<file path="src/rtl/instr_fetch_ctrl.sv">
// Purpose: fetch controller; owns the fetch PC, reads Instr_Memory, queues words in a 2-entry prefetch buffer.
// Latency: instruction visible one edge after it is fetched; redirect target fetched on the edge after the redirect.
// Backpressure: instr_ready=0 with a full buffer freezes fetch PC and imem_addr; nothing is dropped or duplicated.
//
// Ports:
//   clk, reset                     system clock, asynchronous active-high reset
//   fetch_en                       0 freezes the fetch PC and buffer pushes (buffer still drains)
//   imem_addr / imem_rd            address to Instr_Memory (= fetch PC) and its combinational read data
//   redirect_valid / redirect_pc   one-cycle redirect; flushes the buffer and restarts fetch at the target
//   instr_valid/instr_ready        handshake with decode; instr / instr_pc are the buffer head
//   halted                         fetch stopped on a self-loop jal (only with FETCH_SELF_LOOP_HALT_EN)
//
// Build option: define FETCH_SELF_LOOP_HALT_EN to stop fetching after a pushed "jal x0,0".
module instr_fetch_ctrl #(
  parameter int                ADDR_W    = 8,
  parameter logic [ADDR_W-1:0] RESET_PC  = '0,
  parameter int                BUF_DEPTH = 2
) (
  input  logic              clk,
  input  logic              reset,
  input  logic              fetch_en,
  output logic [ADDR_W-1:0] imem_addr,
  input  logic [31:0]       imem_rd,
  input  logic              redirect_valid,
  input  logic [ADDR_W-1:0] redirect_pc,
  output logic              instr_valid,
  input  logic              instr_ready,
  output logic [31:0]       instr,
  output logic [ADDR_W-1:0] instr_pc,
  output logic              halted
);

  localparam int CNT_W = $clog2(BUF_DEPTH + 1);

`ifdef FETCH_SELF_LOOP_HALT_EN
  localparam logic [31:0] SELF_LOOP = 32'h0000_006F;  // jal x0,0
  typedef enum logic [1:0] {S_IDLE = 2'd0, S_RUN = 2'd1, S_HALT = 2'd2} state_t;
`else
  typedef enum logic [1:0] {S_IDLE = 2'd0, S_RUN = 2'd1} state_t;
`endif

  state_t            state, state_nxt;
  logic [ADDR_W-1:0] fpc;
  logic [CNT_W-1:0]  count;
  logic [31:0]       e0_dat, e1_dat;   // e0 is always the head
  logic [ADDR_W-1:0] e0_pc, e1_pc;
  logic              fetch_ok;
  logic              full, pop, push;

  assign imem_addr   = fpc;
  assign instr_valid = (count != '0);
  assign instr       = e0_dat;
  assign instr_pc    = e0_pc;

  assign full = (count == CNT_W'(BUF_DEPTH));
  assign pop  = instr_valid & instr_ready;
  // A full buffer can still accept a word when the head leaves on the same edge.
  assign push = fetch_ok & fetch_en & ~redirect_valid & (~full | pop);

  // ---------------- FSM: state register ----------------
  always_ff @(posedge clk or posedge reset) begin
    if (reset) state <= S_IDLE;
    else       state <= state_nxt;
  end

  // ---------------- FSM: next state ----------------
  always_comb begin
    state_nxt = state;
    if (redirect_valid) begin
      state_nxt = fetch_en ? S_RUN : S_IDLE;
    end else begin
      case (state)
        S_IDLE:  if (fetch_en)  state_nxt = S_RUN;
        S_RUN:   if (!fetch_en) state_nxt = S_IDLE;
`ifdef FETCH_SELF_LOOP_HALT_EN
        S_HALT:  state_nxt = S_HALT;
`endif
        default: state_nxt = S_IDLE;
      endcase
`ifdef FETCH_SELF_LOOP_HALT_EN
      // push already excludes redirect, so this only fires on a real fetch
      if (push && (imem_rd == SELF_LOOP)) state_nxt = S_HALT;
`endif
    end
  end

  // ---------------- FSM: outputs ----------------
  always_comb begin
    fetch_ok = 1'b0;
    halted   = 1'b0;
    case (state)
      S_RUN:   fetch_ok = 1'b1;
      S_IDLE:  fetch_ok = fetch_en;   // first push happens on the IDLE->RUN edge
`ifdef FETCH_SELF_LOOP_HALT_EN
      S_HALT:  halted   = 1'b1;
`endif
      default: fetch_ok = 1'b0;
    endcase
  end

  // ---------------- fetch PC ----------------
  always_ff @(posedge clk or posedge reset) begin
    if (reset) begin
      fpc <= RESET_PC;
    end else if (redirect_valid) begin
      fpc <= redirect_pc & ~ADDR_W'(3);   // targets are word aligned
    end else if (push) begin
      fpc <= fpc + ADDR_W'(4);            // wraps naturally at 2^ADDR_W
    end
  end

  // ---------------- prefetch buffer ----------------
  // Shift organisation: the head always lives in e0, so when the buffer empties
  // e0 simply keeps the last instruction and the outputs hold their value.
  always_ff @(posedge clk or posedge reset) begin
    if (reset) begin
      count  <= '0;
      e0_dat <= '0;
      e0_pc  <= '0;
      e1_dat <= '0;
      e1_pc  <= '0;
    end else if (redirect_valid) begin
      count <= '0;   // flush; a same-cycle pop is implicitly honoured
    end else begin
      case ({push, pop})
        2'b11: begin
          if (full) begin
            e0_dat <= e1_dat;
            e0_pc  <= e1_pc;
            e1_dat <= imem_rd;
            e1_pc  <= fpc;
          end else begin
            e0_dat <= imem_rd;
            e0_pc  <= fpc;
          end
        end
        2'b10: begin
          if (count == '0) begin
            e0_dat <= imem_rd;
            e0_pc  <= fpc;
          end else begin
            e1_dat <= imem_rd;
            e1_pc  <= fpc;
          end
          count <= count + CNT_W'(1);
        end
        2'b01: begin
          if (full) begin
            e0_dat <= e1_dat;
            e0_pc  <= e1_pc;
          end
          count <= count - CNT_W'(1);
        end
        default: ;
      endcase
    end
  end

endmodule

</file>
<file path="config.mk">
export PLATFORM = sky130hd
export DESIGN_NAME = instr_fetch_ctrl
export DESIGN_NICKNAME = d
export VERILOG_FILES = /design/src/rtl/instr_fetch_ctrl.sv
export SDC_FILE = /design/constraint.sdc
export NUM_CORES = 1
export LEC_CHECK = 0
export CAP_MARGIN = 15
export CORE_MARGIN = 10
export CORE_UTILIZATION = 40
export DETAILED_ROUTE_END_ITERATION = 10
export PLACE_DENSITY = 0.64
export SETUP_SLACK_MARGIN = 0.2
export SLEW_MARGIN = 10
export SYNTH_ARGS = -nofsm -noshare
export SYNTH_HDL_FRONTEND = slang
export SYNTH_SLANG_ARGS = --single-unit
</file>
<file path="constraint.sdc">
create_clock -name clk -period 3.2 [get_ports clk]
set_input_delay 0.48 -clock clk [delete_from_list [all_inputs] [get_ports clk]]
set_output_delay 0.48 -clock clk [all_outputs]
set_load 0.1 [all_outputs]
</file>
# --- After elaboration in Yosys (flattened, before gate mapping) ---
# Index checks and enable logic that the tools add are counted.
totals:
  ff_bits: 92
  output_inout_bits: 50
classes:
  n_addsub: 3
  n_eq_ne: 11
  mux: 24
  bitwise_logic: 7
  n_reduce_logical: 10
ops:
  columns: ["cell", "n"]
  rows:
  - ["32-bit 2-to-1 mux", 5]
  - ["32-bit one-hot mux with 3 select lines", 1]
  - ["32-bit one-hot mux with 2 select lines", 1]
  - ["8-bit 2-to-1 mux", 7]
  - ["8-bit one-hot mux with 3 select lines", 1]
  - ["8-bit one-hot mux with 2 select lines", 1]
  - ["8-bit by 3-bit adder with 8-bit output (second input constant)", 1]
  - ["2-bit 2-to-1 mux", 4]
  - ["2-bit inequality test (second input constant)", 4]
  - ["2-bit one-hot mux with 2 select lines", 2]
  - ["4-bit AND reduction", 2]
  - ["2-bit equality test (second input constant)", 3]
  - ["3-bit inequality test (second input constant)", 2]
  - ["2-bit nonzero test", 3]
  - ["3-bit nonzero test", 2]
  - ["1-bit AND", 4]
  - ["2-bit by 1-bit equality test with 1-bit output (second input constant)", 2]
  - ["2-bit zero test", 2]
  - ["2-bit by 1-bit adder with 2-bit output (second input constant)", 1]
  - ["1-bit NOT", 2]
  - ["1-bit one-hot mux with 2 select lines", 1]
  - ["2-bit AND reduction", 1]
  - ["2-bit by 1-bit subtractor with 2-bit output (second input constant)", 1]
  - ["1-bit 2-to-1 mux", 1]
  - ["1-bit bitwise OR", 1]

# --- Logic depth before layout (Yosys ltp) ---
depth:
  ltp_word: 8
  mapped_depth: 12

# --- Least setup slack after synthesis ---
# Ideal clock, no wire load.
synth_path:
  path_kind: "reg-to-reg"
  startpoint: "reg count[1]"
  endpoint: "reg e0_dat[10] (netlist: instr[10])"
  setup_time_ns: 0.128
  arrival_time_ns: 2.410
  required_time_ns: 3.072
  setup_slack_ns: 0.662
  stages_incl_launch_ff: 12
  synth_period_minus_slack_ns: 2.538
  path_cell_list: "dfrtp_1 > nor3b_1 > buf_2 > or3_1 > inv_2 > ha_1 > clkbuf_1 > mux2i_1 > a21oi_1 > buf_4 > buf_6 > mux2_1"
synth_via:
  elab_chain_len: 7
  elab_cells_between_ends: 16
  classes_between: "eq/ne: 6; mux: 2; bitwise: 4; reduce/logical: 4"
synth_lines:
  columns: ["element", "line", "text"]
  rows:
  - ["start, declared", "44", "logic [CNT_W-1:0] count;"]
  - ["start signal, assigned", "145", "count <= count + CNT_W'(1);"]
  - ["start signal, assigned", "152", "count <= count - CNT_W'(1);"]
  - ["2-bit nonzero test or 2-bit equality test (tied branches)", "51, 55", null]
  - ["1-bit AND or 1-bit NOT (tied branches)", "56, 58", null]
  - ["1-bit bitwise OR", "58", "assign push = fetch_ok & fetch_en & ~redirect_valid & (~full | pop);"]
  - ["1-bit AND", "58", null]
  - ["2-bit equality test or 2-bit by 1-bit equality test with 1-bit output (tied branches)", "125", "case ({push, pop})"]
  - ["2-bit inequality test (no line) or 3-bit nonzero test (tied branches)", null, null]
  - ["4-bit AND reduction (no line)", null, null]
  - ["end signal, assigned", "128", "e0_dat <= e1_dat;"]
  - ["end signal, assigned", "133", "e0_dat <= imem_rd;"]
  - ["end signal, assigned", "139", "e0_dat <= imem_rd;"]
  - ["end, declared", "45", "logic [31:0] e0_dat, e1_dat;"]
# Parallel ways exist; a longest one is shown, timed or not.
# A chain may end at the register's enable or synchronous reset.

# --- Final worst setup path ---
layout_path:
  startpoint: "in fetch_en"
  endpoint: "reg e0_dat[7] (netlist: instr[7])"
layout_via:
  elab_chain_len: 7
  elab_cells_between_ends: 12
  classes_between: "eq/ne: 5; mux: 2; bitwise: 3; reduce/logical: 2"
layout_lines:
  columns: ["element", "line", "text"]
  rows:
  - ["start, declared", "21", "input logic fetch_en,"]
  - ["1-bit one-hot mux with 2 select lines", "91", "case (state)"]
  - ["1-bit AND * (3 in a row)", "58", null]
  - ["2-bit equality test or 2-bit by 1-bit equality test with 1-bit output (tied branches)", "125", null]
  - ["2-bit inequality test (no line) or 3-bit nonzero test (tied branches)", null, null]
  - ["4-bit AND reduction (no line)", null, null]
# Mark *: on every way between the ends. The rest lies on a longest branch, timed or not.

==> flow_summary_export.csv <==
group,metric,value,unit
layout,nets,544,
layout,syn_to_final_growth,27.5,%
synthesis,syn-instance-count,422,
route,dr_wl_met2,6270,um
synthesis,yosysTopAreaCell,"dfrtp_1",
sta,hold_viol_final,0,
clocking,clkSlewWorstSetupHoldPaths,60,ps
sta,maxSlewHeadroom,0.344,
placement,gp_congestion,0.734,
sta,slew_viol_final,0,
die,dieWidth,131,um
worst_setup_path,critPathCaptureType,"flip-flop",
worst_setup_path,r2r_start,"count[1]$_DFFE_PP0P_",
power,sw_frac_of_total,0.498,
synthesis,syn_area,4930,um^2
synthesis,ys_ff_latch,85,
grt,grt_pass1_wl,20800,um
grt,antenna_found_initial,0,
route,wl_per_cell,19.4,um
clocking,cts_max_level,3,
power,powerDensity,1140,nW/um^2
die,core,12100,um^2
die,die_h,131,um
worst_setup_path,critPathLaunch,"fetch_en",
die,rows,40,
die,start_util,0.409,
worst_setup_path,arrival,3060,ps
sta,setup_violations,0,
run,drv_cap,0,
layout,n_fill_cell,1056,
clocking,ctsHoldBuffers,0,
clocking,numCtsBuffers,9,
layout,seqCellArea,2130,um^2
route,wl_met3,609,um
worst_hold_path,hp-class,"reg2reg",
clocking,cts_tree,"done",
grt,grt_util_all_layers,0.154,
sta,tightest_slew,981,ps
clocking,cts_resized,0,
route,first_pass_iters,4,
placement,portBuffers,89,
route,drt_iter0_drc,211,
placement,hpwl,8440,um
route,routed_via_density,5.64,
power,pwr-share-seq,0.267,
status,outcome,"finished, final reports clean",
sta,fin_crit_sh,0.886,
worst_setup_path,worst_setup_path_start_kind,"primary input",
route,antenna_left,0,
layout,multi_input_area,2560,um^2
synthesis,synth_top_cell_area_share,0.431,
route,routed_wl,13000,um
clocking,cts_sinks,85,
worst_setup_path,crit_fanout,39,
synthesis,yosys_warnings,0,
clocking,root_buffer,"clkbuf_16",
sta,period_needed,2830,ps
clocking,clock_latency,350,ps
sta,tns,0,ps
die,ios,95,
route,m1WireLength,5840,um
placement,dp_slack,13.3,ps
sta,grt_setup_unrepaired,"false",
power,max-vdd-ir-drop,0.000743,V
sta,fin_ws,366,ps
layout,drive_above_1_share,0.218,
sta,skew,6.52,ps
power,power_frac_comb,0.565,
die,die_area,17200,um^2
worst_hold_path,worstHoldStart,"instr[31]$_DFFE_PP0P_",
route,via_count,3765,
synthesis,syn_area_per_cell,11.7,um^2
grt,first_global_vias,3849,
power,power.leakage,0.00258,uW
grt,grt_overflow,0,
synthesis,synth.top_cells.by_area,"dfrtp_1, mux2_1, nor4bb_1",
worst_setup_path,crit_type,"in2reg",
synthesis,ys_seq_area_frac,0.431,
route,maxUsedRoutingLayer,"met4",
layout,diodes,0,
synthesis,synth_cell_type_count,42,
clocking,cts_buffer_depth,2,
power,p_int,3600,uW
clocking,cts_setup_buffers,0,
power,p_sw,3570,uW
grt,grt_start_max_net_pins,47,
worst_setup_path,cp.required,3430,ps
route,drc,0,
sta,max_freq,353,MHz
power,clock_power_share,0.168,
sta,holdWs,486,ps
power by group through the flow:
stage | Sequential [uW] | Combinational (uW) | Clock (uW)
floorplan | 3710 | 1330 | 0
global placement | 1890 | 4030 | 0
detailed placement | 1930 | 4080 | 0
CTS | 1910 | 4090 | 1230
global route | 1980 | 4250 | 1260
finish | 1910 | 4050 | 1200
flip-flops by register name (all words and copies together), names as in the netlist:
| register | flops |
|---|---|
| e1_dat | 32 |
| instr | 32 |
| instr_pc | 7 |
| count | 2 |
| e1_pc | 6 |
| imem_addr | 6 |
area by class of cell:
| class | count | area share |
|---|---|---|
| sequential | 85 | 0.339 |
| inverter | 6 | 0.00378 |
| tap | 168 | 0.0335 |
| clock buffer | 13 | 0.0446 |
| timing repair buffer | 108 | 0.161 |
| multi-input combinational | 284 | 0.408 |
| clock inverter | 3 | 0.0104 |
layout by cell type (no fill, tap or decap), types with 4 or more instances in the layout:
| cell | n |
|---|---|
| buf_12 | 6 |
| a211oi_1 | 38 |
| clkbuf_16 | 9 |
| nor2b_1 | 40 |
| buf_4 | 52 |
| nor2_1 | 6 |
| nor4bb_1 | 38 |
| nand2_1 | 4 |
| clkbuf_8 | 4 |
| mux2_2 | 6 |
| clkdlybuf4s50_1 | 50 |
| mux2_1 | 50 |
| dfrtp_1 | 84 |
| a221oi_1 | 38 |
| mux2_4 | 20 |
| inv_1 | 4 |
stage by stage:
stage,area [um^2],utilization,cells,power (uW)
floorplan,4940,-,424,5040
global placement,5940,0.492,651,5920
detailed placement,5940,0.492,651,6000
CTS,6280,0.521,667,7230
global route,6280,0.521,667,7490
finish,6280,0.521,667,7170
worst max-delay path, cell delays in order:
cell             delay, ps
clkdlybuf4s50_1        480
inv_1                  100
or3_1                  420
ha_2                   660
buf_12                 240
nor4bb_1               260
a211oi_1                90
mux2_1                 310
final timing paths:
path | endpoint | slack (ps) | depth (start not counted)
setup reg to reg | instr[7]$_DFFE_PP0P_ | 570 | 7
setup / recovery | instr[7]$_DFFE_PP0P_ | 370 | 8
hold reg to reg | instr[31]$_DFFE_PP0P_ | 490 | 1
hold / removal | instr[31]$_DFFE_PP0P_ | 490 | 1
max in group asynchronous | count[0]$_DFFE_PP0P_ | 1860 | 3
min in group asynchronous | instr_pc[1]$_DFFE_PP0P_ | 620 | 2
kinds of logic after synthesis:
| family | after synthesis | synth area share |
|---|---|---|
| other | 1 | 0.000761 |
| and+or+nand+nor | 108 | 0.162 |
| DFF | 85 | 0.431 |
| AOI/OAI and AO/OA | 90 | 0.146 |
| xor gates and xnor gates | 1 | 0.00178 |
| adders and majority gates | 5 | 0.0127 |
| buffers and inverters | 55 | 0.0538 |
| muxes | 77 | 0.191 |
synthesized netlist by cell type (all sizes together):
library cell and instances:
nand2b 1, o21ai 3, o31ai 2, or4 3
and3b 1, nor4 2, nand3b 1, o211ai 1
a221oi 38, clkbuf 30, dfrtp 85, buf 19
a21oi 1, mux2 76, mux2i 1, nand2 4
nand4 2, a221o 2, conb 1, ha 5
xor2 1, nor3 3, nor3b 2, nor2 6
and2 2, or2 1, nor4bb 38, nand3 1
o311a 1, or3 1, o2111a 1, a211oi 38
a31oi 3, inv 6, nor2b 40
routing by layer:
| metal | global-route usage | up-vias |
|---|---|---|
| met5 | 0 | - |
| met4 | 0.0719 | 0 |
| met3 | 0.0310 | 13 |
| met2 | 0.254 | 85 |
| met1 | 0.191 | 1893 |
| li1 | - | 1774 |
Power figures use the tool's default switching activity.
